[config.mk]
export PLATFORM = sky130hd
export DESIGN_NAME = quad_sort_sequencer
export DESIGN_NICKNAME = d
export VERILOG_FILES = /design/src/rtl/quad_sort_pkg.sv /design/src/rtl/quad_sort_sequencer.sv
export SDC_FILE = /design/constraint.sdc
export NUM_CORES = 1
export LEC_CHECK = 0
export CORE_ASPECT_RATIO = 0.9
export CORE_UTILIZATION = 45
export CTS_CLUSTER_DIAMETER = 50
export DETAILED_ROUTE_END_ITERATION = 10
export GPL_TIMING_DRIVEN = 0
export PLACE_DENSITY = 0.79
export SYNTH_ARGS = -nofsm -noshare
export SYNTH_HDL_FRONTEND = slang
export SYNTH_SLANG_ARGS = --single-unit
[constraint.sdc]
create_clock -name clk_in -period 2.7 [get_ports clk_in]
set_input_delay 0.405 -clock clk_in [delete_from_list [all_inputs] [get_ports clk_in]]
set_output_delay 0.405 -clock clk_in [all_outputs]
set_load 0.02 [all_outputs]
[src/rtl/quad_sort_pkg.sv]
// ----------------------------------------------------------------------------
// quad_sort_pkg
//   Shared definitions for the quad sort sequencer and its companion selector.
//   - state_e      : sequencer FSM states (COLLECT, FETCH, EMIT)
//   - GROUP_SIZE   : number of buffer slots presented to the selector
//   - pad_value()  : all-ones word used to fill unused slots so they sort last
//                    (returned at the widest supported size; callers cast it
//                    down to their own MAX_NUM_SIZE, which must be <= 64)
// ----------------------------------------------------------------------------
package quad_sort_pkg;

    typedef enum logic [1:0] {
        COLLECT = 2'd0,
        FETCH   = 2'd1,
        EMIT    = 2'd2
    } state_e;

    localparam int GROUP_SIZE    = 4;
    localparam int PAD_WIDTH_MAX = 64;

    function automatic logic [PAD_WIDTH_MAX-1:0] pad_value();
        return '1;
    endfunction

endpackage

[src/rtl/quad_sort_sequencer.sv]
// ----------------------------------------------------------------------------
// quad_sort_sequencer
//   Buffers a group of 1..4 values from a valid/ready stream, presents the
//   group to an external nth_smallest selector, sweeps rank 0..count-1 and
//   streams the values out in ascending (unsigned) order with a last flag.
//   Ports:
//     clk_in, rst_in                       : clock, synchronous active-high reset
//     data_in/data_valid_in/data_last_in   : input stream (last closes a group)
//     data_ready_out                       : input accepted this cycle (COLLECT)
//     sel_numbers_out/sel_valid_out/
//     sel_index_out                        : request to the selector
//     sel_min_in/sel_valid_in              : combinational selector response
//     sorted_out/sorted_rank_out/
//     sorted_last_out/sorted_valid_out     : sorted output stream
//     sorted_ready_in                      : consumer accepts
// ----------------------------------------------------------------------------
module quad_sort_sequencer
    import quad_sort_pkg::*;
#(
    parameter int MAX_NUM_SIZE = 32
) (
    input  logic                         clk_in,
    input  logic                         rst_in,
    input  logic [MAX_NUM_SIZE-1:0]      data_in,
    input  logic                         data_valid_in,
    input  logic                         data_last_in,
    output logic                         data_ready_out,
    output logic [3:0][MAX_NUM_SIZE-1:0] sel_numbers_out,
    output logic                         sel_valid_out,
    output logic [1:0]                   sel_index_out,
    input  logic [MAX_NUM_SIZE-1:0]      sel_min_in,
    input  logic                         sel_valid_in,
    output logic [MAX_NUM_SIZE-1:0]      sorted_out,
    output logic [1:0]                   sorted_rank_out,
    output logic                         sorted_last_out,
    output logic                         sorted_valid_out,
    input  logic                         sorted_ready_in
);

    localparam logic [MAX_NUM_SIZE-1:0] PAD = MAX_NUM_SIZE'(pad_value());

    state_e                              state_q, state_d;
    logic   [2:0]                        count_q, count_d;
    logic   [1:0]                        idx_q, idx_d;
    logic   [GROUP_SIZE-1:0][MAX_NUM_SIZE-1:0] buffer_q, buffer_d;
    logic   [MAX_NUM_SIZE-1:0]           out_q, out_d;
    logic   [1:0]                        rank_q, rank_d;
    logic                                last_q, last_d;

    // NOTE: every signal written here gets a default first, so no path through
    // the case statement can leave one unassigned and infer a latch.
    always_comb begin
        state_d          = state_q;
        count_d          = count_q;
        idx_d            = idx_q;
        buffer_d         = buffer_q;
        out_d            = out_q;
        rank_d           = rank_q;
        last_d           = last_q;
        data_ready_out   = 1'b0;
        sel_valid_out    = 1'b0;
        sorted_valid_out = 1'b0;

        case (state_q)
            COLLECT: begin
                data_ready_out = 1'b1;
                if (data_valid_in) begin
                    buffer_d[count_q[1:0]] = data_in;
                    count_d                = count_q + 3'd1;
                    if ((count_q == 3'd3) || data_last_in) begin
                        state_d = FETCH;
                        idx_d   = '0;
                        // Unused slots hold all-ones so they rank after every
                        // real value and are never reached by the sweep.
                        for (int i = 0; i < GROUP_SIZE; i++) begin
                            if (i > int'(count_q)) begin
                                buffer_d[i] = PAD;
                            end
                        end
                    end
                end
            end

            FETCH: begin
                sel_valid_out = 1'b1;
                // A missing selector response is retried rather than emitted.
                if (sel_valid_in) begin
                    out_d   = sel_min_in;
                    rank_d  = idx_q;
                    last_d  = ({1'b0, idx_q} == (count_q - 3'd1));
                    state_d = EMIT;
                end
            end

            EMIT: begin
                sorted_valid_out = 1'b1;
                if (sorted_ready_in) begin
                    if (last_q) begin
                        state_d  = COLLECT;
                        count_d  = '0;
                        idx_d    = '0;
                        buffer_d = {GROUP_SIZE{PAD}};
                    end else begin
                        idx_d   = idx_q + 2'd1;
                        state_d = FETCH;
                    end
                end
            end

            default: state_d = COLLECT;
        endcase
    end

    // NOTE: state uses non-blocking assignments so every register samples the
    // pre-edge values, independent of statement order. The buffer is a handful
    // of flops (not a RAM), so it is reset explicitly to the padding value.
    always_ff @(posedge clk_in) begin
        if (rst_in) begin
            state_q  <= COLLECT;
            count_q  <= '0;
            idx_q    <= '0;
            buffer_q <= {GROUP_SIZE{PAD}};
            out_q    <= '0;
            rank_q   <= '0;
            last_q   <= 1'b0;
        end else begin
            state_q  <= state_d;
            count_q  <= count_d;
            idx_q    <= idx_d;
            buffer_q <= buffer_d;
            out_q    <= out_d;
            rank_q   <= rank_d;
            last_q   <= last_d;
        end
    end

    // The group is only shown to the selector once it is complete; it cannot
    // change outside COLLECT, so it is stable for the whole sweep.
    assign sel_numbers_out = (state_q == COLLECT) ? '0 : buffer_q;
    assign sel_index_out   = idx_q;
    assign sorted_out      = out_q;
    assign sorted_rank_out = rank_q;
    assign sorted_last_out = last_q;

endmodule

==> reports/results.ini <==
[synth]
synth-seq-cells = 170
yosysSeqAreaShare_pct = 47.3
syn_area_mm2 = 0.00720
synth_ff_type = dfxtp_1
synthTopCellsByCount = 266 x nand2_1, 170 x dfxtp_1, 124 x nor2b_1
synth_edf_count = 0
netlist_top_cells_area = dfxtp_1 47%, nand2_1 14%, nor2b_1 11%
synth_fp_nets = 1000
synth.most_common_cell = nand2_1
synthArstFlopShare_pct = 0
avgSynthCellArea_um2 = 7.78
yosysWarnings = 0
synth_top_cell_by_area = dfxtp_1
synthCells = 925
yosysTopAreaCellShare_pct = 47.3
synth_cell_type_count = 37

[setup_path]
crit_start = state_q[0]
cp-start-kind = register
r2r_slack_ps = 440
arrival_ps = 2210
critPathCaptureType = primary output
r2r_cells = 7
timing.rr.start = state_q[1]
crit_required_ps = 2300
r2r_end = buffer_q[103]
crit_path_max_fanout = 10
path_class = register to primary output

[clock_network]
clk_latency_ps = 430
post_cts_buffers = 0
cts.sinks = 170
root_buffer = clkbuf_16
cts_buffer_depth = 2
htree_num_levels = 4
tritoncts.num_buffers = 17
clkTransAtPathRegs_ps = 60
tritoncts = done

[power_and_ir_drop]
clock_power_share_pct = 36.9
seq_power_share_pct = 40.9
switchingPower_mw = 1.93
power_density_mw_per_mm2 = 630
report.power.total_mw = 6.50
leakagePower_nw = 4.83
p_comb_share_pct = 22.2
vdd_ir_drop_max_mv = 0.502
internal_power_mw = 4.57
swShare_pct = 29.7

[placement]
port_buffers = 237
place.gp.congestion = 0.843
hpwl_mm = 16.4
dp.cells = 1364

[global_route]
grt_antenna_before_repair = 0
grt_util_all_layers_pct = 27.0
overflow = 0
grt_pass1_wl_mm = 33.8
grt_max_degree = 17
grt_pass1_vias = 6436

[routing]
ant_nets = 0
dr.pass1.iters = 6
wl_mm = 22.3
top_layer_used = met4
dr_total_vias = 7106
wl_per_cell_um = 16.0
wl_met3_mm = 2.13
dr_wl_met2_mm = 10.3
met1_length_mm = 9.37
drc_errors = 0
drt_iter0_markers = 559
viasPerCell = 5.09

[die]
core_area_mm2 = 0.0155
die_x_um = 135
die_area_mm2 = 0.0165
die_h_um = 122
initial_core_util_pct = 46.4
io_pins = 238
num_rows = 43

[final_layout]
final_cell_count_no_fill = 1395
diodes = 0
syn_to_final_growth_pct = 43.5
final_nets = 1256
drive_gt1_share_pct = 6.62

[run_status]
status = complete, no violations

[min_path]
holdCritPathClass = register to register
hold_depth = 2
hold-path-endpoint = sorted_out[28]
hold_path.startpoint = sorted_out[28]

[sta]
hold_slack_ps = 452
finalSetupTns_ps = 0
max_slew_margin_pct = 42.5
fin_crit_ps = 2620
skew_ps = 6.69
hold_viol_final = 0
worst_slew_pin_slew_ps = 862
maxSlewViolCount = 0
finalSetupViolCount = 0
period_share_pct = 97.0
rsz0062_at_grt = false
fmax_ghz = 0.382

[job]
cap_violations = 0

[layout by cell type, fill, tap and decap left out, types with 3 or more instances in the layout]
| cell | Yosys | layout |
|---|---|---|
| clkbuf_2 | 0 | 7 |
| clkbuf_4 | 0 | 7 |
| dlymetal6s2s_1 | 0 | 6 |
| dfxtp_1 | 170 | 169 |
| clkdlybuf4s50_1 | 0 | 127 |
| buf_2 | 26 | 25 |
| ha_1 | 5 | 5 |
| and2b_1 | 5 | 5 |
| clkbuf_16 | 0 | 17 |
| a21oi_1 | 42 | 42 |
| nand2b_1 | 3 | 3 |
| clkinvlp_4 | 0 | 3 |
| nor4_1 | 33 | 33 |
| nand3_1 | 99 | 99 |
| nand2_1 | 266 | 266 |
| clkbuf_1 | 42 | 31 |
| o21ai_1 | 3 | 3 |
| nor2b_1 | 124 | 124 |
| o21bai_1 | 32 | 32 |
| dlygate4sd2_1 | 0 | 104 |
| inv_1 | 6 | 6 |
| nor2_1 | 40 | 39 |
[sequential cells by signal, indices dropped and copies added, names as in the netlist]
signal / flops
buffer_q: 128
sorted_out: 32
count_q: 3
sel_index_out: 2
sorted_rank_out: 2
state_q: 2
sorted_last_out: 1
[how the worst max path moves through the flow]
stage / endpoint / slack, ps / cells after the start
final: sel_numbers_out[60] / 80 / 6
after global routing: sel_numbers_out[60] / 20 / 6
after global placement: sel_numbers_out[95] / -140 / 6
after detailed placement: sel_numbers_out[108] / -110 / 6
after floorplan: sel_numbers_out[108] / 790 / 6
after CTS: sel_numbers_out[114] / 30 / 6
[area by class of cell]
cell class,instances,area [um2]
multi-input cells,678,3460
plain buffers,71,358
clock inverters,10,119
repair buffers,237,2260
fillers,1345,5170
flip-flops and latches,170,3400
clock buffers,21,450
inverters,6,22.5
well taps,202,253
[power by group through the flow]
stage / clock network, mW / registers [mW] / logic [mW]
6_report: 2.40 / 2.66 / 1.44
5_1_grt: 2.52 / 2.67 / 1.54
4_1_cts: 2.41 / 2.66 / 1.44
3_5_place_dp: 0 / 2.72 / 1.55
3_3_place_gp: 0 / 2.71 / 1.54
2_1_floorplan: 0 / 2.72 / 0.776
[cell families (layout without fill, tap and decap cells)]
logic type	count (synthesis)	count (layout)	share of synthesized area [%]
compound gates	87	87	7.89
mux	1	1	0.156
fa+ha+maj	5	5	0.869
buf+inv	77	345	4.68
simple gates	581	581	38.6
xor+xnor	4	4	0.487
flops	170	170	47.3
[timing repair]
item | 4_1_cts | 5_1_grt
gates resized for setup | 127 | 9
setup endpoints to repair | 127 | 18
endpoints found under the hold margin | 0 | 0
hold buffers | 0 | 0
[layer usage]
| layer | track usage [%] | vias up |
|---|---|---|
| li1 | - | 3531 |
| met1 | 33.4 | 3227 |
| met2 | 44.2 | 309 |
| met3 | 8.20 | 39 |
| met4 | 9.69 | 0 |
| met5 | 0 | - |
[critical path, cell delays in order, from the launching register on]
cell and delay, ps:
dfxtp_2 420, clkbuf_4 230, nor2_2 60, clkbuf_2 200
clkbuf_2 240, nor2b_1 260, dlygate4sd2_1 370
[through the flow]
| stage | util [%] | worst slack (ps) | instance area, um2 |
|---|---|---|---|
| 2_1_floorplan | - | 791 | 7200 |
| 3_3_place_gp | 63.4 | -138 | 9820 |
| 3_5_place_dp | 63.4 | -111 | 9820 |
| 4_1_cts | 66.5 | 25.5 | 10300 |
| 5_1_grt | 66.6 | 15.5 | 10300 |
| 6_report | 66.6 | 82.2 | 10300 |
Power figures use the tool's default switching activity.
